$ cat src/rtl/fifo_wr_arbiter.sv
// Purpose : round-robin arbiter sharing one FIFO write port between N_REQ requesters.
// Latency : 1-cycle arbitration (IDLE) before each grant; write path is combinational.
// Backpres: f_full holds the grant and beat count and suppresses ack/wr_en; words wait at the requester.
//
// Ports:
//   wr_clk, reset        clock and synchronous active-high reset
//   req, req_last        per-requester word-valid and final-word marker
//   req_data             packed words, requester i at [i*D_WIDTH +: D_WIDTH]
//   f_full               FIFO full flag
//   gnt, gnt_id, busy    registered one-hot grant, its index, BURST indicator
//   ack, wr_en, wr_data  combinational accept strobes and muxed write data
//
// Optional feature macro: FIFO_WR_ARB_PRIORITY0_EN
//   defined   -> requester 0 always wins arbitration when requesting; 1..N_REQ-1 rotate.
//   undefined -> pure round-robin over all requesters.
module fifo_wr_arbiter #(
    parameter int N_REQ     = 4,
    parameter int D_WIDTH   = 8,
    parameter int MAX_BURST = 4
) (
    input  logic                       wr_clk,
    input  logic                       reset,
    input  logic [N_REQ-1:0]           req,
    input  logic [N_REQ-1:0]           req_last,
    input  logic [N_REQ*D_WIDTH-1:0]   req_data,
    input  logic                       f_full,
    output logic [N_REQ-1:0]           gnt,
    output logic [$clog2(N_REQ)-1:0]   gnt_id,
    output logic [N_REQ-1:0]           ack,
    output logic                       wr_en,
    output logic [D_WIDTH-1:0]         wr_data,
    output logic                       busy
);

    localparam int ID_W = $clog2(N_REQ);
    localparam int BC_W = $clog2(MAX_BURST) + 1;
    // One extra bit so last_id + k (k <= N_REQ) never overflows before wrapping.
    localparam int CW   = ID_W + 1;
    localparam logic [CW-1:0]   N_CMP    = CW'(N_REQ);
    localparam logic [BC_W-1:0] BEAT_TOP = BC_W'(MAX_BURST - 1);
    localparam logic [N_REQ-1:0] ONEHOT0 = {{(N_REQ-1){1'b0}}, 1'b1};

    typedef enum logic {
        IDLE,
        BURST
    } state_t;

    state_t              state, state_n;
    logic [ID_W-1:0]     last_id, last_id_n;
    logic [ID_W-1:0]     gnt_id_n;
    logic [ID_W-1:0]     sel;
    logic [N_REQ-1:0]    gnt_n;
    logic [BC_W-1:0]     beat_cnt, beat_cnt_n;
    logic                busy_n;
    logic                found;
    logic [CW-1:0]       cand;
    logic                in_burst;
    logic                accept;
    logic                release_gnt;
    logic [D_WIDTH-1:0]  data_arr [N_REQ];

    for (genvar i = 0; i < N_REQ; i++) begin : g_unpack
        assign data_arr[i] = req_data[i*D_WIDTH +: D_WIDTH];
    end

    // Arbitration: scan forward from the slot after the last granted requester.
    always_comb begin
        sel   = '0;
        found = 1'b0;
        cand  = '0;
`ifdef FIFO_WR_ARB_PRIORITY0_EN
        if (req[0]) begin
            sel   = '0;
            found = 1'b1;
        end else begin
            // Rotate over 1..N_REQ-1 only; wrapping skips slot 0.
            for (int k = 1; k < N_REQ; k++) begin
                cand = {1'b0, last_id} + CW'(k);
                if (cand >= N_CMP) begin
                    cand = cand - N_CMP + CW'(1);
                end
                if (!found && req[cand[ID_W-1:0]]) begin
                    sel   = cand[ID_W-1:0];
                    found = 1'b1;
                end
            end
        end
`else
        for (int k = 1; k <= N_REQ; k++) begin
            cand = {1'b0, last_id} + CW'(k);
            if (cand >= N_CMP) begin
                cand = cand - N_CMP;
            end
            if (!found && req[cand[ID_W-1:0]]) begin
                sel   = cand[ID_W-1:0];
                found = 1'b1;
            end
        end
`endif
    end

    // Reset gates the write path so an abandoned burst never writes in the reset cycle.
    assign in_burst = (state == BURST) && !reset;
    assign accept   = in_burst && req[gnt_id] && !f_full;
    assign wr_en    = accept;
    assign ack      = gnt & {N_REQ{accept}};
    assign wr_data  = in_burst ? data_arr[gnt_id] : '0;

    // Withdrawal releases even while f_full stalls the burst.
    assign release_gnt = (accept && (req_last[gnt_id] || (beat_cnt == BEAT_TOP)))
                       || !req[gnt_id];

    always_comb begin
        state_n    = state;
        gnt_n      = gnt;
        gnt_id_n   = gnt_id;
        busy_n     = busy;
        beat_cnt_n = beat_cnt;
        last_id_n  = last_id;
        case (state)
            IDLE: begin
                if (found) begin
                    state_n    = BURST;
                    gnt_n      = ONEHOT0 << sel;
                    gnt_id_n   = sel;
                    busy_n     = 1'b1;
                    beat_cnt_n = '0;
                end
            end
            BURST: begin
                if (release_gnt) begin
                    state_n    = IDLE;
                    gnt_n      = '0;
                    gnt_id_n   = '0;
                    busy_n     = 1'b0;
                    beat_cnt_n = '0;
                    last_id_n  = gnt_id;
                end else if (accept) begin
                    beat_cnt_n = beat_cnt + BC_W'(1);
                end
            end
            default: begin
                state_n = IDLE;
            end
        endcase
    end

    always_ff @(posedge wr_clk) begin
        if (reset) begin
            state    <= IDLE;
            gnt      <= '0;
            gnt_id   <= '0;
            busy     <= 1'b0;
            beat_cnt <= '0;
            // Last-granted = N_REQ-1 makes requester 0 the first winner after reset.
            last_id  <= ID_W'(N_REQ - 1);
        end else begin
            state    <= state_n;
            gnt      <= gnt_n;
            gnt_id   <= gnt_id_n;
            busy     <= busy_n;
            beat_cnt <= beat_cnt_n;
            last_id  <= last_id_n;
        end
    end

endmodule

$ cat config.mk
export PLATFORM = sky130hd
export DESIGN_NAME = fifo_wr_arbiter
export DESIGN_NICKNAME = d
export VERILOG_FILES = /design/src/rtl/fifo_wr_arbiter.sv
export SDC_FILE = /design/constraint.sdc
export NUM_CORES = 1
export LEC_CHECK = 0
export ABC_AREA = 1
export CAP_MARGIN = 20
export CORE_MARGIN = 2
export CORE_UTILIZATION = 36
export DETAILED_ROUTE_END_ITERATION = 6
export GPL_ROUTABILITY_DRIVEN = 0
export GPL_TIMING_DRIVEN = 0
export PLACE_DENSITY = 0.76
export SLEW_MARGIN = 20
export SYNTH_ARGS = -nofsm -noshare
export SYNTH_HDL_FRONTEND = slang
export SYNTH_SLANG_ARGS = --single-unit
$ cat constraint.sdc
create_clock -name wr_clk -period 1.56 [get_ports wr_clk]
set_input_delay 0.39 -clock wr_clk [delete_from_list [all_inputs] [get_ports wr_clk]]
set_output_delay 0.39 -clock wr_clk [all_outputs]
set_load 0.01 [all_outputs]
# Word-level counts from Yosys, hierarchy flattened
# Cells that the tools add are included.
dict set report totals {
  register_bits 13
  latch_bits 0
  ramBits 0
  romBits 0
  in_bits 43
  output_inout_bits 20
  elab_cells 95
  memories 0
}
dict set report op_classes {
  addsub 9
  n_mul 0
  n_div 0
  n_lt_le_gt_ge 10
  n_eq_ne 4
  shift 1
  muxes 44
  bitwise 3
  n_reduce_logical 18
}
# op count
set ops {}
lappend ops {{$mux W8} 3}
lappend ops {{$mux W2} 10}
lappend ops {{$bmux W8 S2} 1}
lappend ops {{$ge A3 B3 Y1 const B} 5}
lappend ops {{$lt A2 B3 Y1 const B} 5}
lappend ops {{$mux W1} 14}
lappend ops {{$bmux W1 S2} 6}
lappend ops {{$mux W3} 3}
lappend ops {{$mux W4} 2}
lappend ops {{$pmux W4 S2} 1}
lappend ops {{$sub A2 B1 Y2 const B} 4}
lappend ops {{$logic_and A1 B1 Y1} 7}
lappend ops {{$add A2 B2 Y3 const B} 2}
lappend ops {{$logic_not A1 Y1} 6}
lappend ops {{$pmux W3 S2} 1}
lappend ops {{$reduce_and A2 Y1} 3}
lappend ops {{$and A4 B4 Y4} 1}
lappend ops {{$pmux W1 S2} 2}
lappend ops {{$pmux W2 S2} 1}
lappend ops {{$shl A1 B2 Y4 const A} 1}
lappend ops {{$add A2 B1 Y3 const B} 1}
lappend ops {{$add A2 B3 Y3 const B} 1}
lappend ops {{$add A3 B1 Y3 const B} 1}
lappend ops {{$eq A3 B2 Y1 const B} 1}
lappend ops {{6 further kinds} 7}

# Depth between registers and ports, before layout
dict set report logic_depth {
  ltp_word 18
  mapped_depth 13
  mapped_depth_nobuf 12
}

# Least setup slack after synthesis
# OpenSTA, ideal clock, no wires.
dict set report synth_timing {
  kind {flip-flop to output port}
  from {reg gnt_id[0]}
  to {out wr_data[3]}
  arrival_time_ns 1.352
  slack_ns -0.182
  stages_incl_launch_ff 7
  n_path_buf 2
  path_cell_list {dfxtp_1 buf_2 buf_1 nor2_1 nor2_1 o21ai_0 a21oi_1}
}
dict set report synth_via {
  elab_chain_len 5
}
# item line_no
set synth_rtl {}
lappend synth_rtl {{from (decl)} 28} ;# output logic [$clog2(N_REQ)-1:0] gnt_id,
lappend synth_rtl {{from (signal assigned)} 160} ;# gnt_id <= gnt_id_n;
lappend synth_rtl {{$not A2 Y3 (not written as such)} 107} ;# assign wr_data = in_burst ? data_arr[gnt_id] : '0;
lappend synth_rtl {{$bmux W8 S2} 107}
lappend synth_rtl {{$mux W8 (not written as such) (2 in a row)} 107}
lappend synth_rtl {{$mux W8} 107}
lappend synth_rtl {{to (decl)} 31} ;# output logic [D_WIDTH-1:0] wr_data,
# Every way passes these cells. The select of a mux whose other input is x is not followed.

# Worst setup path after layout
dict set report layout_timing {
  from {reg gnt_id[0]}
  to {out wr_data[4]}
}
# Same word-level chain as after synthesis.

==> results.md <==
- Non-filler cells, final: between 300 and 400
- Clock tree root buffer cell: clkbuf_4
- DRC viols: 0
- R2r endpoint: beat_cnt[0]
- Hold/Removal Path Class: in -> reg
- Critical Path AT: around 1.5 ns
- Slew headroom: 75.8%
- Die Width: around 63 um
- Core area: ~3300 sq um
- Initial antenna violation count: 0
- Worst-path clk slew: approximately 0.08 ns
- Critical path capture point type: output port
- P&R area growth vs syn: 102%
- Setup-failing EPs final: 24
- Syn Std Cell Area: ~1300 sq um
- Die extent in y: 63.0 um
- Final WS setup: -0.293 ns
- Number of global-route vias before repair: between 1500 and 2000
- Slew @ Worst Pin: roughly 0.36 ns
- Top area cells in the synthesized netlist: dfxtp_1 21%, nor2_1 15%, nand2_1 15%, o21ai_0 6.8%, a21oi_1 6.4%
- NumNets Final: between 300 and 400
- Post-synth top area share: around a fifth
- Hold Fails Final Rpt: 0
- WHS Path Cells: 2
- CTS max path bufs: 2
- Final Cycle Share: 119%
- CTS tree: yes
- Cell area after layout: ~2500 sq um
- Largest net degree at the start of global routing: 11
- Final Power: between 4 and 5 mW
- ANT cells: 0
- R2R Setup Slk: -0.15 ns
- HPWL Detailed: 2810 um
- DRT iter0 DRCs: 82
- Fillers: between 200 and 250
- Min-delay src: reset
- Worst Hold End: gnt_id[0]
- DP Cell Count: between 300 and 400
- Area of the multi-input gates: ~1100 sq um
- I/O pin count: between 60 and 70
- Sum Neg Setup Slack: -3.56 ns
- Final WL: slightly above 5000 um
- Yosys reg bits: 13
- Reg area: 274 sq um
- Cell taking the most area after synthesis: dfxtp_1
- Proportion of synthesized chip area in sequential cells: 20.8%
- Layout cells sized above 1: approximately 44%
- RSZ-0062 raised after global routing: yes
- Req. time, crit path: between 1 and 1.5 ns
- CTS sink cnt: 13
- Synth warnings: 0
- First-pass GRT wire length: between 7000 and 8000 um
- PortBufs: ~60
- Initial Util: 37.5%
- First-pass DRT Iterations: 4
- Clk Latency, worst-skew pair: around 0.28 ns
- LEAKAGE: 1.27 nW
- Syn avg cell area: around 5.7 sq um
- Congestion Overflow GR: 0
- H-tree depth: 1
- Failing checks: setup timing
- Crit path max fanout: 10
- Routed wire per std cell: roughly 14 um
- Cells after Synth: around 220
- Clock skew: around 0.0086 ns
- CTS buffer count: 3
- Peak VDD IR: between 800 and 900 uV
- Cell variety after synth: 28
- Setup crit start kind: register
- Full die area: between 3000 and 4000 sq um
- Vias: about 1800
- Status: finished with violations
- Syn_nets: between 200 and 300
- Fin crit period: between 1.5 and 2 ns
- Max-cap viol count: 0
- Most common cell after layout, fill and taps aside: clkdlybuf4s50_1
- Max frequency: between 500 and 600 MHz
- Cell Rows: 21
- Post-DP Area: ~1900 sq um
- GRT Overall Usage: 22.4%
- Number of nets with antenna violations after routing: 0
- Worst reg2reg path startpoint: last_id[0]
- Setup CP Type: reg -> out
- Pins Over Slew Limit: 0
- R2R depth: 13
- Commonest cells after routing, fill and taps aside: 35 x clkdlybuf4s50_1, 31 x nor2_1, 29 x nand2_1
- Via/cell ratio: 4.99
- PwrDens: 1860 nW/um^2
[logic make-up after synthesis]
group	after synthesis	synth area share, %
AOI/OAI and AO/OA	40	17.5
adders and majority gates	2	2.00
buffers and inverters	32	11.3
DFF	13	20.8
and+or+nand+nor	132	48.4
[worst max path at each step]
stage                    from         end  depth (start not counted)
finish              gnt_id[0]  wr_data[4]                          6
global route        gnt_id[0]  wr_data[4]                          7
CTS                 gnt_id[0]  wr_data[4]                          6
detailed placement     req[0]      ack[0]                          8
global placement       req[1]      ack[2]                          8
floorplan           gnt_id[0]  wr_data[3]                          5
[registers in the layout (all words and copies together) (netlist names)]
signal / flops
beat_cnt: 3
busy: 1
gnt: 4
gnt_id: 2
last_id: 2
state: 1
[metrics by stage]
step / util [%] / hold slack, ns / setup slack (ns)
6_report: 75.9 / 0.360 / -0.293
5_1_grt: 75.9 / 0.357 / -0.397
4_1_cts: 67.1 / 0.356 / -0.206
3_5_place_dp: 57.7 / 0.461 / -0.865
3_3_place_gp: 57.7 / 0.456 / -0.863
2_1_floorplan: - / 0.457 / 0.0221
[cells in the mapped netlist]
master and instances:
nand2_2 7, a21o_1 1, o211ai_1 2, nand3_2 1, inv_4 1, nor2_1 50
nand3b_4 1, inv_1 18, buf_2 3, buf_6 1, a21boi_0 1, clkbuf_1 2
nand2_1 49, nor2_2 1, a21oi_1 16, ha_1 2, inv_2 4, o211a_1 1
o21ai_2 1, buf_4 2, nor2_4 1, nand2_4 5, buf_1 1, nand3_1 16
o21ai_1 1, dfxtp_1 13, nand4_1 1, o21ai_0 17
[routing by layer]
metal	vias to the layer above	part of all wire, %	global-route usage, %
li1	886	-	-
met1	830	39	27.6
met2	61	54	40.0
met3	16	4.2	2.52
met4	0	2.9	7.78
met5	-	0	0
[power by group]
part / switching, mW / internal, mW
Sequential: 0.130 / 0.469
Combinational: 2.10 / 1.80
Clock: 0.113 / 0.0992
[cell type report]
cell class	count	share of cell area [%]
timing repair inverter	1	0.346
sequential	13	10.8
timing repair buffer	88	32.7
inverter	23	3.91
tap	46	2.27
multi-input combinational	175	44.3
clock buffer	4	1.04
buffer	9	4.55
[critical path: stages, from the launching register on]
cell       delay, ns
dfxtp_4         0.37
inv_2           0.09
buf_6           0.14
clkbuf_16       0.15
o21ai_1         0.07
a21oi_1         0.17
buf_2           0.17
[timing repair]
action / in CTS / in global routing
endpoints found under the hold margin: 0 / 0
gates cloned: 4 / 2
pin swaps: 25 / 30
hold buffers: 0 / 0
gates resized for setup: 124 / 68
endpoints found under the setup margin: 30 / 29
buffers inserted: 17 / 7
Note: power is estimated with default switching activity, not from simulation.
